`config.mk`:
```
export PLATFORM = sky130hd
export DESIGN_NAME = tile_draw_arbiter
export DESIGN_NICKNAME = d
export VERILOG_FILES = /design/src/rtl/tile_draw_arbiter.sv
export SDC_FILE = /design/constraint.sdc
export NUM_CORES = 1
export LEC_CHECK = 0
export ABC_AREA = 1
export CORE_MARGIN = 4
export CORE_UTILIZATION = 43
export DETAILED_ROUTE_END_ITERATION = 8
export PLACE_DENSITY = 0.89
export RECOVER_POWER = 25
export SLEW_MARGIN = 15
export SYNTH_ARGS = -nofsm -noshare
export SYNTH_HDL_FRONTEND = slang
export SYNTH_SLANG_ARGS = --single-unit
```
`constraint.sdc`:
```
create_clock -name clk -period 2 [get_ports clk]
set_input_delay 0.2 -clock clk [delete_from_list [all_inputs] [get_ports clk]]
set_output_delay 0.2 -clock clk [all_outputs]
set_load 0.1 [all_outputs]
```
`src/rtl/tile_draw_arbiter.sv`:
```
// rtl/tile_draw_arbiter.sv - round-robin arbiter streaming square tiles onto the VGA pixel port (option: TILE_DRAW_CLIP_EN)
module tile_draw_arbiter #(
    parameter int NUM_REQ   = 3,
    parameter int TILE_LOG2 = 2,
    parameter int X_W       = 8,
    parameter int Y_W       = 7
) (
    input  logic                   clk,
    input  logic                   reset,
    input  logic [NUM_REQ-1:0]     req,
    input  logic [NUM_REQ*X_W-1:0] req_x,
    input  logic [NUM_REQ*Y_W-1:0] req_y,
    input  logic [NUM_REQ*3-1:0]   req_colour,
    output logic [NUM_REQ-1:0]     grant,
    output logic [NUM_REQ-1:0]     done,
    output logic                   busy,
    output logic [X_W-1:0]         vga_x,
    output logic [Y_W-1:0]         vga_y,
    output logic [2:0]             vga_colour,
    output logic                   vga_plot
);

    localparam int IW = (NUM_REQ > 1) ? $clog2(NUM_REQ) : 1;
    localparam int KW = 2 * TILE_LOG2;

    localparam logic [1:0] S_IDLE = 2'd0;
    localparam logic [1:0] S_DRAW = 2'd1;
    localparam logic [1:0] S_DONE = 2'd2;

    logic [1:0]           state;
    logic [IW-1:0]        last;
    logic [KW-1:0]        k;
    logic [X_W-1:0]       base_x;
    logic [Y_W-1:0]       base_y;
    logic [2:0]           base_colour;
    logic [NUM_REQ-1:0]   grant_r;

    logic                 found;
    logic [IW-1:0]        sel;
    logic [IW-1:0]        idx;

    logic [TILE_LOG2-1:0] dx;
    logic [TILE_LOG2-1:0] dy;

    // Round-robin pick: first set request after the most recently served one.
    always_comb begin
        found = 1'b0;
        sel   = last;
        idx   = last;
        for (int i = 0; i < NUM_REQ; i++) begin
            idx = (idx == IW'(NUM_REQ - 1)) ? '0 : idx + 1'b1;
            if (!found && req[idx]) begin
                found = 1'b1;
                sel   = idx;
            end
        end
    end

    // Burst sequencer: latch the winner's tile in IDLE, walk all pixels, pulse done.
    // The counter stops on its last value so the pixel outputs hold after a burst.
    always_ff @(posedge clk) begin
        if (reset) begin
            state       <= S_IDLE;
            grant_r     <= '0;
            last        <= IW'(NUM_REQ - 1);
            k           <= '0;
            base_x      <= '0;
            base_y      <= '0;
            base_colour <= '0;
        end else begin
            case (state)
                S_IDLE: begin
                    if (found) begin
                        base_x      <= req_x[int'(sel)*X_W +: X_W];
                        base_y      <= req_y[int'(sel)*Y_W +: Y_W];
                        base_colour <= req_colour[int'(sel)*3 +: 3];
                        grant_r     <= NUM_REQ'(1) << sel;
                        last        <= sel;
                        k           <= '0;
                        state       <= S_DRAW;
                    end
                end
                S_DRAW: begin
                    if (k == '1) begin
                        state <= S_DONE;
                    end else begin
                        k <= k + 1'b1;
                    end
                end
                S_DONE: begin
                    grant_r <= '0;
                    state   <= S_IDLE;
                end
                default: begin
                    grant_r <= '0;
                    state   <= S_IDLE;
                end
            endcase
        end
    end

    assign grant      = grant_r;
    assign done       = (state == S_DONE) ? grant_r : '0;
    assign busy       = (state != S_IDLE);
    assign vga_colour = base_colour;

    // Row-major scan: low counter bits step x, high bits step y.
    assign dx = k[TILE_LOG2-1:0];
    assign dy = k[KW-1:TILE_LOG2];

`ifdef TILE_DRAW_CLIP_EN
    localparam logic [X_W:0] CLIP_X = (X_W+1)'(160);
    localparam logic [Y_W:0] CLIP_Y = (Y_W+1)'(120);

    logic [X_W:0] px;
    logic [Y_W:0] py;

    // One extra bit so off-screen pixels are detected rather than wrapped.
    assign px       = {1'b0, base_x} + (X_W+1)'(dx);
    assign py       = {1'b0, base_y} + (Y_W+1)'(dy);
    assign vga_x    = px[X_W-1:0];
    assign vga_y    = py[Y_W-1:0];
    assign vga_plot = (state == S_DRAW) && (px < CLIP_X) && (py < CLIP_Y);
`else
    assign vga_x    = base_x + X_W'(dx);
    assign vga_y    = base_y + Y_W'(dy);
    assign vga_plot = (state == S_DRAW);
`endif

endmodule

```
==> results of run 1 <==
## worst paths after layout
path,endpoint,cells after the start,start
hold reg to reg,grant[2]$_SDFFE_PP0P_,2,grant[2]$_SDFFE_PP0P_
setup reg to reg,base_x[2]$_SDFFE_PP0P_,14,last[0]$_SDFFE_PP0P_
hold / removal,grant[2]$_SDFFE_PP0P_,2,grant[2]$_SDFFE_PP0P_
setup / recovery,vga_x[6],7,k[0]$_SDFFE_PP0P_
## metal layers
metal  vias up  wire [um]  GRT usage, %
met3        20        523         5.855
met5         -          0             0
met2       124       4007         43.44
met1      1163       2908         27.21
li1       1193          -             -
met4         0        158         9.786
## synthesized netlist by cell type
master / n / area share (%)
o211ai_1: 2 / 0.73
inv_2: 1 / 0.18
nand3_2: 7 / 3.4
nor2_4: 1 / 0.55
and2_1: 2 / 0.61
nor3b_1: 1 / 0.36
nand3_1: 41 / 9.9
buf_8: 1 / 0.73
buf_4: 2 / 0.73
xor2_1: 3 / 1.3
a21oi_2: 1 / 0.42
a22oi_1: 1 / 0.36
xnor2_1: 8 / 3.4
nor2_2: 3 / 0.91
nand4_1: 1 / 0.30
o21ai_2: 1 / 0.42
a21oi_1: 12 / 2.9
fa_1: 2 / 1.9
nor3_1: 2 / 0.49
nor2_8: 1 / 0.97
buf_6: 3 / 1.6
dfxtp_1: 29 / 28
buf_2: 4 / 0.97
buf_12: 1 / 0.97
nand3b_1: 1 / 0.36
ha_1: 5 / 3.0
a211oi_1: 1 / 0.36
clkbuf_1: 1 / 0.18
nor2_1: 43 / 7.8
nand2_4: 1 / 0.55
o21ai_0: 13 / 3.2
nand2_2: 5 / 1.5
inv_1: 29 / 5.3
o21ai_1: 2 / 0.49
nand2_1: 82 / 15
## where the power goes
| part | total, mW | internal (mW) | switching (mW) |
|---|---|---|---|
| combinational | 2.78 | 1.01 | 1.77 |
| sequential | 0.896 | 0.710 | 0.185 |
| clock | 0.495 | 0.272 | 0.222 |
## metrics by stage
step | setup TNS [ps] | hold WS [ps] | total power [mW] | worst slack [ps] | util, %
6_report | -68.09 | 510.6 | 4.169 | -41.00 | 78.75
5_1_grt | -520.6 | 506.7 | 4.354 | -125.7 | 78.75
4_1_cts | -88.69 | 492.3 | 3.974 | -40.69 | 76.72
3_5_place_dp | -272.5 | 481.0 | 3.444 | -84.81 | 72.89
3_3_place_gp | 0 | 476.6 | 3.386 | 47.01 | 72.89
2_1_floorplan | -608.0 | 269.1 | 2.702 | -331.5 | -
## state kept, by name, indices dropped and copies added, names as in the netlist
name,cells
grant,3
vga_colour,3
last,2
k,4
state,2
base_x,8
base_y,7
## final cells by class
| type | count | share of cell area [%] |
|---|---|---|
| Tap cell | 52 | 1.834 |
| Timing Repair Buffer | 104 | 33.16 |
| Inverter | 30 | 3.175 |
| Multi-Input combinational cell | 242 | 42.54 |
| Clock buffer | 7 | 2.434 |
| Sequential cell | 29 | 16.86 |
## logic make-up after synthesis
| family | Yosys count |
|---|---|
| DFF | 29 |
| adders and majority gates | 7 |
| and+or+nand+nor | 191 |
| buffers and inverters | 42 |
| AOI/OAI and AO/OA | 33 |
| xor gates and xnor gates | 11 |
## worst max-delay path: cells and delay by family (launching register included)
kind | cells | cell delay, ps
adder cells (fa/ha/maj) | 2 | 500
flip-flops | 1 | 360
AND/OR/NAND/NOR | 2 | 250
buffers and inverters | 2 | 230
XOR/XNOR | 1 | 200
## timing repair
action,4_1_cts,5_1_grt
endpoints found under the setup margin,6,28
hold buffers,0,0
resized for setup,17,9
setup buffers,4,4
pin swaps,11,11
gates cloned,0,0
==> impl_metrics.env, run 1 <==
export IMPL_status="finished, violations left"
export IMPL_failed_checks="setup timing"
export IMPL_n_antenna_cell=0
export IMPL_die_h_um=77.27
export IMPL_critPathMaxStageDelay_ps=360
export IMPL_io_buffers=84
export IMPL_grt_start_max_net_pins=25
export IMPL_relSlewSlack_pct=68.52
export IMPL_overflow=0
export IMPL_synth_compound_area_share_pct=8.854
export IMPL_synthMuxAreaShare_pct=0
export IMPL_p_per_area_mw_per_mm2=1175
export IMPL_grt_use_total_pct=24.21
export IMPL_cts_buffers=5
export IMPL_arrival_ps=1840
export IMPL_dp_cells=449
export IMPL_finClkSkew_ps=3.311
export IMPL_grt_first_pass_wirelength_mm=11.53
export IMPL_path_clk_slew_ps=60
export IMPL_clock_path_buffers=2
export IMPL_placed_area_sq_mm=0.003283
export IMPL_vias=2500
export IMPL_syn_area_sq_mm=0.002063
export IMPL_fillers=279
export IMPL_tightest_slew_ps=471.6
export IMPL_cts_tree="done"
export IMPL_initial_core_util_pct=45.81
export IMPL_layout_common_cells="nand2_1 (79), clkdlybuf4s50_1 (58), nand3_1 (38), nor2_1 (38), inv_1 (28)"
export IMPL_fin_area_sq_mm=0.003547
export IMPL_cp_end_kind="output pin"
export IMPL_slew_viol_final=0
export IMPL_die_area_sq_mm=0.005971
export IMPL_worstPathRequired_ps=1800
export IMPL_slowest_stage="dfxtp_2"
export IMPL_multi_input_area_sq_mm=0.001509
export IMPL_cp_cell_sequence="ha_4 > inv_2 > fa_2 > nor2_4 > nand3_2 > xnor2_2 > buf_12"
export IMPL_layout_drive_gt1_share_pct=26.46
export IMPL_hp_class="reg2reg"
export IMPL_final_cell_count_no_fill=464
export IMPL_area_growth_pct=71.92
export IMPL_worstSetupPathType="reg2out"
export IMPL_nets=478
export IMPL_max_freq_mhz=490.0
export IMPL_drtPass1Iterations=4
export IMPL_yosys_area_share_xor_xnor_pct=4.669
export IMPL_ys_warn_count=0
export IMPL_setup_viol=4
export IMPL_rows=24
export IMPL_synth_fp_nets=379
export IMPL_timing_final_ws_setup_ps=-41.00
export IMPL_dieWidth_um=77.27
export IMPL_reg2reg_slack_ps=-20
export IMPL_fin_crit_ps=2041
export IMPL_ys_ff_latch=29
export IMPL_ant_nets=0
export IMPL_clock_sinks=29
export IMPL_antenna_found_initial=0
export IMPL_ios=85
export IMPL_ctsHtreeMaxLevel=2
export IMPL_seq_area_frac_synth_pct=28.14
export IMPL_grt_pass1_vias=2543
export IMPL_clockRootBuffer="clkbuf_8"
export IMPL_post_dp_hpwl_mm=5.191
export IMPL_drv_cap=0
export IMPL_coreArea_sq_mm=0.004504
export IMPL_start_kind="flop"
export IMPL_rsz0062_at_grt="yes"
export IMPL_clkLatencyLatePin_ps=290
export IMPL_synthSimpleGateAreaFrac_pct=42.69
export IMPL_remaining_drc_errors=0
export IMPL_crit_fanout=2
export IMPL_p_leak_nw=1.596
export IMPL_finalHoldViolCount=0
export IMPL_synth_fa_ha_area_share_pct=4.973
export IMPL_synth_distinct_cells=35
export IMPL_via_per_inst=5.388
export IMPL_wl_per_cell_um=16.37
export IMPL_layout_commonest_cell="nand2_1"
export IMPL_synth_avg_cell_area_sq_um=6.592
export IMPL_fin_crit_sh_pct=102.0
export IMPL_gp_congestion=0.9573
export IMPL_seq_area_sq_um=598.1
export IMPL_totalWireLength_mm=7.596
export IMPL_synth_top_family_by_area="simple AND/OR/NAND/NOR gates"
export IMPL_drt_iter0_drc=199
export IMPL_vdd_drop_max_mv=0.7091
export IMPL_syn_inst=313
No activity file was read; power rests on OpenSTA's default activity.
==> run 2: changes to the inputs <==
--- a/config.mk
+++ b/config.mk
@@ -13,3 +13,2 @@
 export RECOVER_POWER = 25
-export SLEW_MARGIN = 15
 export SYNTH_ARGS = -nofsm -noshare
--- a/constraint.sdc
+++ b/constraint.sdc
@@ -3,2 +3,2 @@
 set_output_delay 0.2 -clock clk [all_outputs]
-set_load 0.1 [all_outputs]
+set_load 0.02 [all_outputs]
==> run 2 against run 1 <==
Effect of this change: the run now ends clean; routed wire length fell by 19%; first-iteration DRC count fell by 22%; final cell count up 0.86%; die area is the same; highest routed layer unchanged; largest power group unchanged; largest cell class unchanged; non-clock buffer count up 3; flip-flop and latch count stayed put.
==> impl_metrics.env, run 2 (same netlist as run 1, synthesis figures left out) <==
export IMPL_status="finished clean"
export IMPL_largest_register_ffs=8
export IMPL_p_leak_nw=1.487
export IMPL_rsz0062_at_grt="yes"
export IMPL_start_kind="flop"
export IMPL_slew_viol_final=0
export IMPL_seq_area_sq_um=585.6
export IMPL_holdBufCountCts=0
export IMPL_fin_crit_sh_pct=97.71
export IMPL_nets=481
export IMPL_rows=24
export IMPL_fin_crit_ps=1954
export IMPL_finClkSkew_ps=2.252
export IMPL_max_freq_mhz=511.7
export IMPL_cts_buffers=5
export IMPL_layout_common_cells="nand2_1 (81), clkdlybuf4s50_1 (62), nor2_1 (43), nand3_1 (41), inv_1 (29)"
export IMPL_drtPass1Iterations=6
export IMPL_totalWireLength_mm=6.157
export IMPL_p_per_area_mw_per_mm2=947.7
export IMPL_die_area_sq_mm=0.005971
export IMPL_area_growth_pct=51.06
export IMPL_fillers=388
export IMPL_n_antenna_cell=0
export IMPL_post_cts_buffers=0
export IMPL_arrival_ps=1750
export IMPL_critPathMaxStageDelay_ps=360
export IMPL_worstSetupPathType="reg2out"
export IMPL_clkLatencyLatePin_ps=290
export IMPL_relSlewSlack_pct=70.88
export IMPL_cp_cell_sequence="ha_1 > fa_2 > nand3_1 > nand3b_1 > xnor2_1 > buf_4"
export IMPL_clockRootBuffer="clkbuf_8"
export IMPL_layout_drive_gt1_share_pct=16.59
export IMPL_ios=85
export IMPL_cts_tree="done"
export IMPL_die_h_um=77.27
export IMPL_gp_congestion=0.8267
export IMPL_ant_nets=0
export IMPL_io_buffers=84
export IMPL_tightest_slew_ps=436.3
export IMPL_slowest_stage="fa_2"
export IMPL_fin_total_pwr_mw=2.954
export IMPL_grt_first_pass_wirelength_mm=10.39
export IMPL_drt_iter0_drc=155
export IMPL_coreArea_sq_mm=0.004504
export IMPL_initial_core_util_pct=45.81
export IMPL_final_cell_count_no_fill=468
export IMPL_setup_tns_ps=0
export IMPL_remaining_drc_errors=0
export IMPL_path_clk_slew_ps=60
export IMPL_dieWidth_um=77.27
export IMPL_wl_per_cell_um=13.16
export IMPL_multi_input_area_sq_mm=0.001275
export IMPL_vdd_drop_max_mv=0.5008
export IMPL_worstPathRequired_ps=1800
export IMPL_antenna_found_initial=0
export IMPL_layout_commonest_cell="nand2_1"
export IMPL_top_regs="base_x (8), base_y (7), k (4)"
export IMPL_vias=2338
export IMPL_hp_class="reg2reg"
export IMPL_regMostFlops="base_x"
export IMPL_cp_end_kind="output pin"
export IMPL_drv_cap=0
export IMPL_dp_cells=460
export IMPL_grt_start_max_net_pins=15
export IMPL_clock_path_buffers=2
export IMPL_grt_pass1_vias=2324
export IMPL_setup_viol=0
export IMPL_post_dp_hpwl_mm=4.736
export IMPL_ctsHtreeMaxLevel=2
export IMPL_finalHoldViolCount=0
export IMPL_clock_sinks=29
export IMPL_overflow=0
export IMPL_post_route_util_pct=69.19
export IMPL_crit_fanout=2
export IMPL_grt_use_total_pct=21.32
export IMPL_via_per_inst=4.996
-- run 2: cell count changes in the layout (fill, tap and decap cells not counted), moves of 4 or more --
cell,delta
dfxtp_1,+4
clkdlybuf4s50_1,+4
nor2_1,+5
xnor2_4,-4
xnor2_2,-4
buf_12,-19
nor2_4,-5
dlygate4sd3_1,+9
xnor2_1,+8
buf_2,+5
-- run 2: repair_timing --
action	CTS	global route
resized for setup	41	15
pin swaps	2	1
setup endpoints to repair	13	10
-- run 2: power breakdown --
part | leakage, nW | switching (mW) | internal, mW
clock | 0.0542 | 0.233 | 0.311
combinational | 1.19 | 0.903 | 0.683
sequential | 0.240 | 0.116 | 0.708
-- run 2: worst max-delay path, delay by kind of cell (launching register included) --
kind	cells	cell delay (ps)
fa+ha+maj	2	590
buf+inv	1	170
xor+xnor	1	130
flops	1	320
simple gates	2	260
-- run 2: cell type report --
cell class	instances	area share (%)
Timing Repair Buffer	107	31.35
Sequential cell	29	18.79
Inverter	30	3.613
Tap cell	52	2.088
Clock buffer	7	3.091
Multi-Input combinational cell	242	40.91
Clock inverter	1	0.1606
-- run 2: path summary, 6_finish.rpt --
check / startpoint / end / slack [ps] / cells past startpoint
worst max-delay path: k[2]$_SDFFE_PP0P_ / vga_y[6] / 50 / 6
worst min-delay path: grant[0]$_SDFFE_PP0P_ / grant[0]$_SDFFE_PP0P_ / 490 / 2
worst max register to register: last[0]$_SDFFE_PP0P_ / base_y[1]$_SDFFE_PP0P_ / 180 / 14
worst min register to register: grant[0]$_SDFFE_PP0P_ / grant[0]$_SDFFE_PP0P_ / 490 / 2
-- run 2: per-stage QoR --
step / area (sq um) / setup WS, ps / hold WS [ps]
after global placement: 3047 / -116.6 / 476.6
after detailed placement: 3047 / -179.3 / 485.8
after floorplan: 2063 / 218.1 / 269.1
after CTS: 3129 / 1.118 / 493.2
final: 3117 / 45.74 / 491.7
after global routing: 3117 / -16.12 / 510.7
-- run 2: routing by layer --
metal	track usage, %	wire (um)
met2	39.12	3107
met4	8.363	110
met3	4.215	393
met1	23.91	2547
met5	0	0
==> run 3: changes to the inputs <==
Settings changed: CTS_CLUSTER_SIZE from default to 30, GPL_ROUTABILITY_DRIVEN from default to 0, TNS_END_PERCENT from default to 30.
==> run 3 against run 2 <==
Effect of this change: core utilization rose by 0.50 points; routed wire length up 0.29%; sequential power is essentially flat; sequential share of layout area shrank 0.21 points; critical endpoint is now vga_x[3]; largest power group unchanged.
==> impl_metrics.env, run 3 (same netlist as run 1, synthesis figures left out) <==
export IMPL_status="finished clean"
export IMPL_fillers=384
export IMPL_placed_area_sq_mm=0.003047
export IMPL_wl_per_cell_um=13.19
export IMPL_cts_tree="done"
export IMPL_use_met3_pct=4.215
export IMPL_crit_fanout=4
export IMPL_hold_depth=2
export IMPL_clock_power_share_pct=18.3
export IMPL_grt_use_met1_pct=23.91
export IMPL_grt_use_met2_pct=39.12
export IMPL_worstSetupPathType="reg2out"
export IMPL_worstPathRequired_ps=1800
export IMPL_worstSetupStartpoint="k[1]$_SDFFE_PP0P_"
export IMPL_nets=481
export IMPL_ff2ff_path_depth=14
export IMPL_grt_busiest_layer="met2"
export IMPL_endpoint="vga_x[3]"
export IMPL_layout_commonest_cell="nand2_1"
export IMPL_drt_iter0_drc=130
export IMPL_post_cts_buffers=0
export IMPL_cts_buffers=5
export IMPL_finalHoldViolCount=0
export IMPL_combPwrFrac_pct=53.8
export IMPL_final_cell_count_no_fill=468
export IMPL_drv_cap=0
export IMPL_fin_area_sq_mm=0.003139
export IMPL_die_h_um=77.27
export IMPL_clockRootBuffer="clkbuf_8"
export IMPL_coreArea_sq_mm=0.004504
export IMPL_rsz0062_at_grt="yes"
export IMPL_top_regs="base_x (8), base_y (7), k (4)"
export IMPL_antenna_found_initial=0
export IMPL_p_per_area_mw_per_mm2=944.2
export IMPL_holdBufCountCts=0
export IMPL_clock_sinks=29
export IMPL_p_leak_nw=1.496
export IMPL_setup_viol=0
export IMPL_rows=24
export IMPL_path_clk_slew_ps=70
export IMPL_ctsHtreeMaxLevel=2
export IMPL_n_antenna_cell=0
export IMPL_fin_crit_ps=1956
export IMPL_grt_pass1_vias=2324
export IMPL_ios=85
export IMPL_initial_core_util_pct=45.81
export IMPL_io_buffers=84
export IMPL_dp_cells=460
export IMPL_die_area_sq_mm=0.005971
export IMPL_power_switching_mw=1.260
export IMPL_setup_tns_ps=0
export IMPL_cp_end_kind="output pin"
export IMPL_largest_register_ffs=8
export IMPL_tightest_slew_ps=451.5
export IMPL_regMostFlops="base_x"
export IMPL_post_dp_hpwl_mm=4.736
export IMPL_remaining_drc_errors=0
export IMPL_start_kind="flop"
export IMPL_drtPass1Iterations=4
export IMPL_clock_path_buffers=2
export IMPL_dieWidth_um=77.27
export IMPL_max_freq_mhz=511.1
export IMPL_hp_class="reg2reg"
export IMPL_post_route_util_pct=69.69
export IMPL_totalWireLength_mm=6.175
export IMPL_via_per_inst=5.030
export IMPL_switching_share_pct=42.52
export IMPL_p_int_mw=1.704
export IMPL_finClkSkew_ps=5.935
export IMPL_worstReg2RegEnd="base_y[1]$_SDFFE_PP0P_"
export IMPL_overflow=0
export IMPL_reg2reg_from="last[0]$_SDFFE_PP0P_"
export IMPL_slew_viol_final=0
export IMPL_ant_nets=0
export IMPL_relSlewSlack_pct=69.87
export IMPL_grt_start_max_net_pins=15
export IMPL_grt_use_total_pct=21.32
export IMPL_clkLatencyLatePin_ps=290
export IMPL_layout_common_cells="nand2_1 (81), clkdlybuf4s50_1 (61), nor2_1 (43), nand3_1 (40), inv_1 (28)"
export IMPL_vias=2354
export IMPL_area_growth_pct=52.15
export IMPL_reg2reg_slack_ps=130
export IMPL_arrival_ps=1760
export IMPL_vdd_drop_max_mv=0.4989
export IMPL_pwr_share_seq_pct=27.8
export IMPL_fin_crit_sh_pct=97.82
export IMPL_grt_first_pass_wirelength_mm=10.39
export IMPL_layout_drive_gt1_share_pct=17.07
-- run 3: changes by cell type in the layout (fill, tap and decap cells not counted), sizes merged --
cell and change:
buf -2, clkbuf +2, clkdlybuf4s50 -1, dlygate4sd3 +1
-- run 3: area by class of cell --
| class | instances | area (sq um) | share of cell area [%] |
|---|---|---|---|
| multi-input cells | 242 | 1300 | 41.41 |
| repair buffers | 107 | 977.2 | 31.13 |
| well taps | 52 | 65.06 | 2.073 |
| flip-flops and latches | 29 | 583.1 | 18.57 |
| inverters | 30 | 112.6 | 3.587 |
| clock inverters | 1 | 5.005 | 0.1594 |
| clock buffers | 7 | 96.34 | 3.069 |
-- run 3: critical path: stages, from the launching register on --
cell and delay, ps:
dfxtp_1 320, buf_4 140, ha_1 270, nand3_1 80, nand2_2 110, xor2_1 190
dlygate4sd2_1 360
-- run 3: through the flow --
| step | total power [mW] | setup slack (ps) | hold slack (ps) |
|---|---|---|---|
| floorplan | 1.873 | 218.1 | 269.1 |
| global route | 3.197 | -16.18 | 510.7 |
| finish | 2.964 | 43.53 | 492.0 |
| CTS | 2.990 | -111.3 | 493.2 |
| detailed placement | 2.486 | -179.3 | 485.8 |
| global placement | 2.449 | -116.6 | 476.6 |
-- run 3: how the worst min path moves through the flow --
stage / from / end / slack (ps)
after floorplan: reset / grant[0]$_SDFFE_PP0P_ / 270
after global placement: grant[0]$_SDFFE_PP0P_ / grant[0]$_SDFFE_PP0P_ / 480
after detailed placement: grant[0]$_SDFFE_PP0P_ / grant[0]$_SDFFE_PP0P_ / 490
after CTS: grant[0]$_SDFFE_PP0P_ / grant[0]$_SDFFE_PP0P_ / 490
after global routing: grant[0]$_SDFFE_PP0P_ / grant[0]$_SDFFE_PP0P_ / 510
final: grant[0]$_SDFFE_PP0P_ / grant[0]$_SDFFE_PP0P_ / 490
-- run 3: repair_timing --
item                       in CTS  in global routing
setup endpoints to repair      13                 13
pin swaps                       2                  4
gates resized for setup        34                 23
-- run 3: layer usage --
metal | up-vias | wire length (um)
met5 | - | 0
met4 | 0 | 110
met3 | 9 | 412
met2 | 80 | 3109
met1 | 1062 | 2543
li1 | 1203 | -
-- run 3: power by group through the flow --
stage	registers [mW]	logic (mW)	clock network (mW)
floorplan	0.840	1.03	0
global placement	0.824	1.62	0
detailed placement	0.829	1.66	0
CTS	0.817	1.63	0.543
global route	0.846	1.77	0.576
finish	0.825	1.60	0.543
